<file path="src/rtl/refresh_issuer_pkg.sv">
// refresh_issuer_pkg
// Definitions shared by the refresh issuer and the command arbiter:
// command-bus opcode encoding, the issuer state enum and the default
// DRAM timing constants used as parameter defaults.
package refresh_issuer_pkg;

  // Command-bus opcodes seen by the arbiter
  localparam logic [1:0] CMD_NOP  = 2'd0;
  localparam logic [1:0] CMD_PREA = 2'd1;
  localparam logic [1:0] CMD_REF  = 2'd2;

  // Default timing, in controller clock cycles
  localparam int T_RP_DEFAULT  = 18;
  localparam int T_RFC_DEFAULT = 350;
  localparam int GRACE_DEFAULT = 64;

  typedef enum logic [2:0] {
    ST_IDLE      = 3'd0,
    ST_DEFER     = 3'd1,
    ST_HOLD      = 3'd2,
    ST_PREA      = 3'd3,
    ST_WAIT_RP   = 3'd4,
    ST_REF       = 3'd5,
    ST_WAIT_DONE = 3'd6,
    ST_COOLDOWN  = 3'd7
  } state_t;

endpackage

</file>
<file path="src/rtl/refresh_issuer.sv">
// refresh_issuer
// Turns the refresh manager's refresh_needed level into a complete
// all-bank refresh: optionally defers while host traffic is busy, freezes
// the bank machines, issues PREA (only if a row is open) then REF to the
// command arbiter, pulses refresh to start the manager's tRFC count and
// releases the banks once refresh_done returns (or a watchdog expires).
//
// Ports
//   sys_clk, sys_rst   : clock, asynchronous active-high reset
//   refresh_needed     : request level from the refresh manager
//   refresh_done       : completion from the refresh manager (>=1 cycle)
//   traffic_busy       : host requests pending, allows deferral
//   bank_open[15:0]    : per {bank_group, bank} open-row flags
//   hold_ack           : bank machines idle and frozen
//   cmd_ready          : arbiter accepts the command this cycle
//   refresh            : one-cycle start pulse to the refresh manager
//   bank_group, bank   : refresh target, always 0 (all-bank refresh)
//   hold_req           : freeze new ACT/RD/WR in the bank machines
//   cmd_valid, cmd_op  : command to the arbiter (NOP/PREA/REF)
//   busy               : sequence in progress (state != IDLE)
//   timeout_err        : sticky, refresh_done never came back
module refresh_issuer
  import refresh_issuer_pkg::*;
#(
  parameter int T_RP  = T_RP_DEFAULT,
  parameter int GRACE = GRACE_DEFAULT,
  parameter int T_RFC = T_RFC_DEFAULT
) (
  input  logic        sys_clk,
  input  logic        sys_rst,
  input  logic        refresh_needed,
  input  logic        refresh_done,
  input  logic        traffic_busy,
  input  logic [15:0] bank_open,
  input  logic        hold_ack,
  input  logic        cmd_ready,
  output logic        refresh,
  output logic [1:0]  bank_group,
  output logic [1:0]  bank,
  output logic        hold_req,
  output logic        cmd_valid,
  output logic [1:0]  cmd_op,
  output logic        busy,
  output logic        timeout_err
);

  // One shared counter, wide enough for the longest wait and never below 10 bits
  localparam int CNT_REQ = $clog2(2 * T_RFC + GRACE + T_RP + 1);
  localparam int CNT_W   = (CNT_REQ > 10) ? CNT_REQ : 10;

  // Counter is 0 in the first cycle of a state, so "N cycles" ends at N-1
  localparam logic [CNT_W-1:0] GRACE_LAST = CNT_W'(GRACE - 1);
  localparam logic [CNT_W-1:0] RP_LAST    = CNT_W'(T_RP - 1);
  localparam logic [CNT_W-1:0] RFC_LAST   = CNT_W'(2 * T_RFC - 1);

  state_t           r_state;
  state_t           w_next;
  logic [CNT_W-1:0] r_cnt;

  logic             w_refresh;
  logic             w_timeout;
  logic             w_hold_req;
  logic             w_cmd_valid;
  logic [1:0]       w_cmd_op;

  logic             r_refresh;
  logic             r_hold_req;
  logic             r_cmd_valid;
  logic [1:0]       r_cmd_op;
  logic             r_busy;
  logic             r_timeout_err;

  always_ff @(posedge sys_clk or posedge sys_rst) begin
    if (sys_rst) begin
      r_state <= ST_IDLE;
      r_cnt   <= '0;
    end else begin
      r_state <= w_next;
      if (w_next != r_state)
        r_cnt <= '0;
      else if (r_cnt != '1)
        r_cnt <= r_cnt + CNT_W'(1);
    end
  end

  always_comb begin
    w_next      = r_state;
    w_refresh   = 1'b0;
    w_timeout   = 1'b0;
    w_hold_req  = 1'b0;
    w_cmd_valid = 1'b0;
    w_cmd_op    = CMD_NOP;

    case (r_state)
      ST_IDLE: begin
        if (refresh_needed)
          w_next = traffic_busy ? ST_DEFER : ST_HOLD;
      end
      // Manager withdrawing the request before any command is issued aborts
      ST_DEFER: begin
        if (!refresh_needed)
          w_next = ST_IDLE;
        else if (!traffic_busy || (r_cnt == GRACE_LAST))
          w_next = ST_HOLD;
      end
      ST_HOLD: begin
        if (!refresh_needed)
          w_next = ST_IDLE;
        else if (hold_ack)
          w_next = (|bank_open) ? ST_PREA : ST_REF;
      end
      ST_PREA: begin
        if (cmd_ready)
          w_next = ST_WAIT_RP;
      end
      ST_WAIT_RP: begin
        if (r_cnt == RP_LAST)
          w_next = ST_REF;
      end
      ST_REF: begin
        if (cmd_ready) begin
          w_next    = ST_WAIT_DONE;
          w_refresh = 1'b1;
        end
      end
      // A done arriving in the last watchdog cycle still counts as success
      ST_WAIT_DONE: begin
        if (refresh_done) begin
          w_next = ST_COOLDOWN;
        end else if (r_cnt == RFC_LAST) begin
          w_next    = ST_COOLDOWN;
          w_timeout = 1'b1;
        end
      end
      // Wait for the manager to drop both lines so a stale level cannot retrigger
      ST_COOLDOWN: begin
        if (!refresh_needed && !refresh_done)
          w_next = ST_IDLE;
      end
      default: w_next = ST_IDLE;
    endcase

    // Outputs are decoded from the next state and then registered
    case (w_next)
      ST_HOLD, ST_WAIT_RP, ST_WAIT_DONE: w_hold_req = 1'b1;
      ST_PREA: begin
        w_hold_req  = 1'b1;
        w_cmd_valid = 1'b1;
        w_cmd_op    = CMD_PREA;
      end
      ST_REF: begin
        w_hold_req  = 1'b1;
        w_cmd_valid = 1'b1;
        w_cmd_op    = CMD_REF;
      end
      default: ;
    endcase
  end

  always_ff @(posedge sys_clk or posedge sys_rst) begin
    if (sys_rst) begin
      r_refresh     <= 1'b0;
      r_hold_req    <= 1'b0;
      r_cmd_valid   <= 1'b0;
      r_cmd_op      <= CMD_NOP;
      r_busy        <= 1'b0;
      r_timeout_err <= 1'b0;
    end else begin
      r_refresh     <= w_refresh;
      r_hold_req    <= w_hold_req;
      r_cmd_valid   <= w_cmd_valid;
      r_cmd_op      <= w_cmd_op;
      r_busy        <= (w_next != ST_IDLE);
      r_timeout_err <= r_timeout_err | w_timeout;
    end
  end

  assign refresh     = r_refresh;
  assign hold_req    = r_hold_req;
  assign cmd_valid   = r_cmd_valid;
  assign cmd_op      = r_cmd_op;
  assign busy        = r_busy;
  assign timeout_err = r_timeout_err;
  assign bank_group  = 2'b00;
  assign bank        = 2'b00;

endmodule

</file>
<file path="config.mk">
export PLATFORM = sky130hd
export DESIGN_NAME = refresh_issuer
export DESIGN_NICKNAME = d
export VERILOG_FILES = /design/src/rtl/refresh_issuer_pkg.sv /design/src/rtl/refresh_issuer.sv
export SDC_FILE = /design/constraint.sdc
export NUM_CORES = 1
export LEC_CHECK = 0
export ABC_AREA = 1
export BUFFER_PORTS_ARGS = -buffer_cell sky130_fd_sc_hd__buf_2
export CORE_MARGIN = 1.5
export CORE_UTILIZATION = 40
export CTS_CLUSTER_DIAMETER = 100
export CTS_CLUSTER_SIZE = 40
export DETAILED_ROUTE_END_ITERATION = 12
export PLACE_DENSITY = 0.72
export SYNTH_ARGS = -nofsm -noshare
export SYNTH_HDL_FRONTEND = slang
export SYNTH_SLANG_ARGS = --single-unit
</file>
<file path="constraint.sdc">
create_clock -name sys_clk -period 4 [get_ports sys_clk]
set_input_delay 1.2 -clock sys_clk [delete_from_list [all_inputs] [get_ports sys_clk]]
set_output_delay 1.2 -clock sys_clk [all_outputs]
set_load 0.1 [all_outputs]
</file>
Word-level counts from Yosys, hierarchy flattened --
Index checks and enable logic that the tools add are counted.
Storage, ports and cells: logic and storage cells 62, bits of input ports 23, output and inout port bits 11, register bits 20
Operators by class: eq/ne operators 17, reductions and logical operators 11, multiplexer cells 24, bitwise operators 1, add/subtract/negate cells 1
Operators by type and width (count):
- $mux W3 | 12
- $pmux W3 S8 | 1
- $eq A3 B3 Y1 const B | 7
- $mux W10 | 2
- $reduce_or A16 Y1 | 1
- $eq A3 B2 Y1 const B | 4
- $add A10 B1 Y10 const B | 1
- $eq A10 B10 Y1 const B | 1
- $eq A10 B5 Y1 const B | 1
- $eq A10 B6 Y1 const B | 1
- $ne A10 B10 Y1 const B | 1
- $mux W1 | 7
- $reduce_or A5 Y1 | 1
- $pmux W2 S2 | 1
- $eq A3 B1 Y1 const B | 1
- $logic_not A1 Y1 | 3
- $logic_not A3 Y1 | 1
- $ne A3 B3 Y1 | 1
- $reduce_bool A3 Y1 | 1
- $mux W2 | 1
- $reduce_bool A2 Y1 | 1
- $reduce_or A2 Y1 | 1
- $logic_and A1 B1 Y1 | 1
- $logic_or A1 B1 Y1 | 1
- $or A1 B1 Y1 | 1

Depth between registers and ports, before layout --
depth after elaboration 8, mapped depth 12

Worst setup path before layout --
OpenSTA, ideal clock, no wires.
path type input-to-reg, from input bank_open[1], to register r_cnt[2], buffers on the path 0, path slack 1.673 ns, cell stages on the path 9, data arrival time 2.205 ns, data required time 3.878 ns, cell sequence or2_2 -> nor2_1 -> nand3_1 -> a21oi_1 -> nand2_1 -> nand2_2 -> nand2_1 -> nand3_4 -> nor2_2
On the way: cells in the longest elaborated chain, start to end 7
RTL lines:
- start, declared | line refresh_issuer.sv:34 | input logic [15:0] bank_open,
- $reduce_or A16 Y1 (*) | line refresh_issuer.sv:110 | w_next = (|bank_open) ? ST_PREA : ST_REF;
- $mux W3 (*) | line refresh_issuer.sv:110
- $mux W3 (*) | line refresh_issuer.sv:109 | else if (hold_ack)
- $mux W3 (*) | line refresh_issuer.sv:107 | if (!refresh_needed)
- $pmux W3 S8 (*) | line refresh_issuer.sv:94 | case (r_state)
- $ne A3 B3 Y1 (*) | line refresh_issuer.sv:79 | if (w_next != r_state)
- $mux W10 or $reduce_bool A2 Y1 (tied branches)
- end signal, assigned | line refresh_issuer.sv:82 | r_cnt <= r_cnt + CNT_W'(1);
- end, declared | line refresh_issuer.sv:58 | logic [CNT_W-1:0] r_cnt;
Mark *: on every way between the ends. The rest lies on a longest branch, timed or not. A chain may end at the register's enable or synchronous reset.

Worst setup path in the final report --
from register r_timeout_err, in the netlist timeout_err, to output timeout_err
RTL lines:
- start, declared | line refresh_issuer.sv:71 | logic r_timeout_err;
- start signal, assigned | line refresh_issuer.sv:174 | r_timeout_err <= r_timeout_err | w_timeout;
- end, declared | line refresh_issuer.sv:44 | output logic timeout_err
No word-level cell between the ends.

==> summary.md <==
| Metric | Value |
|---|---|
| Outcome | `complete, no violations` |
| Ratio of cells with drive above 1 in the final layout | `0.332` |
| Clock Sinks | `20` |
| Core area | `3310 sq um` |
| Cell taking the most area after synthesis | `dfrtp_1` |
| Layout Nets | `231` |
| Drt via density | `4.55` |
| GRT overflow | `0` |
| Non-Filler Instances | `251` |
| Cell Pwr Density | `637 nW/um^2` |
| Asr flop ratio synth | `1.00` |
| F_max | `442 MHz` |
| Slew headroom | `0.527` |
| Via count | `1,143` |
| Final number of setup-violating endpoints | `0` |
| Crit path required time | `2.80 ns` |
| Period utilization | `0.566` |
| Pin count of the biggest net entering global routing | `21` |
| Post-Synth Adder-Cell Area | `0.0183` |
| Detail Route Antenna Nets | `0` |
| Fin crit period | `2.26 ns` |
| Final Skew | `0.00651 ns` |
| DRT iter0 DRCs | `50` |
| Pre-CTS WS | `1.44 ns` |
| Maximum Capacitance Violations | `0` |
| Reg power frac | `0.292` |
| R2r setup slk | `2.16 ns` |
| Worst setup SP type | `register` |
| Tightest Pin Transition | `0.708 ns` |
| Post-synth top area share | `0.365` |
| Xor/xnor share of the synthesized area | `0.0384` |
| Cell variety after synth | `29` |
| Cts-stage hold buffer count | `0` |
| Wirelength per Cell | `10.2 um` |
| Fill cells | `349` |
| Pleak | `0.789 nW` |
| Largest family of logic cells by synthesized area | `simple AND/OR/NAND/NOR gates` |
| Arrival @ worst endpoint | `1.06 ns` |
| CP delay by family, top | `buffers and inverters` |
| Number of global-route vias before repair | `1,149` |
| Worst path cell trace | `buf_2` |
| Synth Area per Inst | `7.78 sq um` |
| Fin worst setup slack | `1.74 ns` |
| Final hold violations | `0` |
| Placer Congestion | `0.961` |
| # port buffers | `29` |
| Sw frac | `0.522` |
| Total CTS buffers | `3` |
| H-tree levels | `1` |
| EDFF count, synth | `0` |
| CP max stage cell | `buf_2` |
| Compound-Gate Fraction of Synth Area | `0.0457` |
| CP endpoint kind | `output pin` |
| # diodes | `0` |
| Mux cell area share after synthesis | `0` |
| Most frequent cell after synthesis | `nand2_1` |
| Commonest cells post-synth | `nand2_1 (29), nor2_1 (24), dfrtp_1 (20), inv_1 (20), nor2_2 (13)` |
| Synthesized flop and latch total | `20` |
| Worst-path clk slew | `0.10 ns` |
| Switch Pwr | `0.000525 W` |
| Synth area leaders | `dfrtp_1 (37%), nand2_1 (7.9%), nor2_1 (6.6%)` |
| Setup_tns | `0 ns` |
| First-pass GRT wire length | `4590 um` |
| DRC | `0` |
| Synthesis-to-layout area growth | `15.3%` |
| Worst Setup Path Type | `register to output pin` |
| Die width | `61.5 um` |
| Full die area | `3790 sq um` |
| Post-DP HPWL | `2060 um` |
| Number of antenna violations at the first check in global routing | `0` |
| GRT Util Overall | `0.162` |
| Synth warn | `0` |
| Initial cell density of the core | `0.414` |
| CTS Buffer Depth | `2` |
| Clock network power share | `0.158` |
| Tightest Hold Check Type | `register to register` |
| Post-Route WL | `2560 um` |
| Sequential cell area fraction in the yosys report | `0.365` |
| CTS root buf | `clkbuf_4` |
| Number of buffers and inverters on the critical path | `1` |
| Mapped Cells | `176` |
| CTS tree | `done` |
| Worst VDD drop | `0.300 mV` |
| Crit path max fanout | `2` |
| Area of the mapped netlist | `1370 sq um` |
| Post-cts repair resize count | `0` |
| Post-synthesis simple-gate area fraction | `0.425` |
| Die height | `61.5 um` |
| Core Rows | `21` |
| Unrepaired setup endpoints after global routing | `false` |
| Slowest stage delay, CP | `0.42 ns` |
| Final core occ | `0.477` |
| Clk_lat worst skew | `0.29 ns` |
| Internal power | `0.000481 W` |
| Power share of the combinational group | `0.549` |
| Top Ports | `34` |
| Drt first pass iters | `4` |
| Max Slew Vio Count | `0` |
| Placed insts | `247` |
| Post-CTS setup buffers | `0` |
| Predominant post-synthesis flop cell | `dfrtp_1` |
-- stage by stage --
step | area [sq um] | power [W] | hold slack (ns)
3_5_place_dp | 1530 | 0.000851 | 0.464
2_1_floorplan | 1380 | 0.000777 | 0.554
6_report | 1580 | 0.00101 | 0.483
5_1_grt | 1580 | 0.00108 | 0.532
4_1_cts | 1580 | 0.00101 | 0.498
3_3_place_gp | 1530 | 0.000849 | 0.476
-- layout make-up --
type	instances	area, sq um	share of cell area
clock buffer	3	22.5	0.0143
clock inverter	1	30.0	0.0190
inverter	23	86.3	0.0547
tap	46	57.6	0.0365
multi-input combinational	129	737	0.467
timing repair buffer	29	145	0.0919
sequential	20	500	0.317
-- metal layers --
metal / part of all wire / track usage / vias up
li1: - / - / 606
met1: 0.44 / 0.198 / 509
met2: 0.50 / 0.284 / 28
met3: 0.060 / 0.0504 / 0
met4: 0 / 0.0274 / 0
met5: 0 / 0 / -
-- flip-flops by register name (all words and copies together), names as in the netlist --
register,count
busy,1
cmd_op,2
timeout_err,1
r_state,3
cmd_valid,1
r_cnt,10
hold_req,1
refresh,1
-- cell usage in the layout, fill, tap and decap left out --
cell / n
xnor2_1: 1
nand2_1: 29
inv_2: 3
nor3_1: 1
a21oi_1: 4
clkbuf_4: 3
nand4_1: 7
dfrtp_1: 20
xor2_1: 5
nor2_2: 13
or2_2: 1
nand2_2: 7
conb_1: 4
o21bai_1: 1
o211ai_1: 1
nand3_4: 3
nor3_2: 2
nand3_2: 5
nor2_4: 1
and2_1: 1
o31ai_1: 1
buf_2: 29
nor3b_1: 1
nand3_1: 11
inv_1: 20
bufinv_16: 1
nor2_1: 24
ha_1: 2
o21ai_0: 4
-- final timing paths --
path	cells after the start	to	startpoint
max	1	timeout_err	timeout_err
min	1	timeout_err	timeout_err
max reg2reg	9	r_cnt[7]	r_cnt[0]
min reg2reg	1	timeout_err	timeout_err
max in group asynchronous	2	timeout_err	sys_rst
min in group asynchronous	2	cmd_op[1]	sys_rst
-- kinds of logic (layout without fill, tap and decap cells) --
logic type,after synthesis,after routing
and+or+nand+nor,106,106
buffers and inverters,30,56
DFF,20,20
AOI/OAI and AO/OA,11,11
xor gates and xnor gates,6,6
adders and majority gates,2,2
other,1,4
-- power by group through the flow --
stage	Clock [W]	Sequential (W)	Combinational, W
6_report	0.000159	0.000294	0.000552
5_1_grt	0.000175	0.000302	0.000604
4_1_cts	0.000165	0.000293	0.000555
3_5_place_dp	0	0.000298	0.000554
3_3_place_gp	0	0.000299	0.000551
2_1_floorplan	0	0.000422	0.000355
No activity file was read; power rests on OpenSTA's default activity.
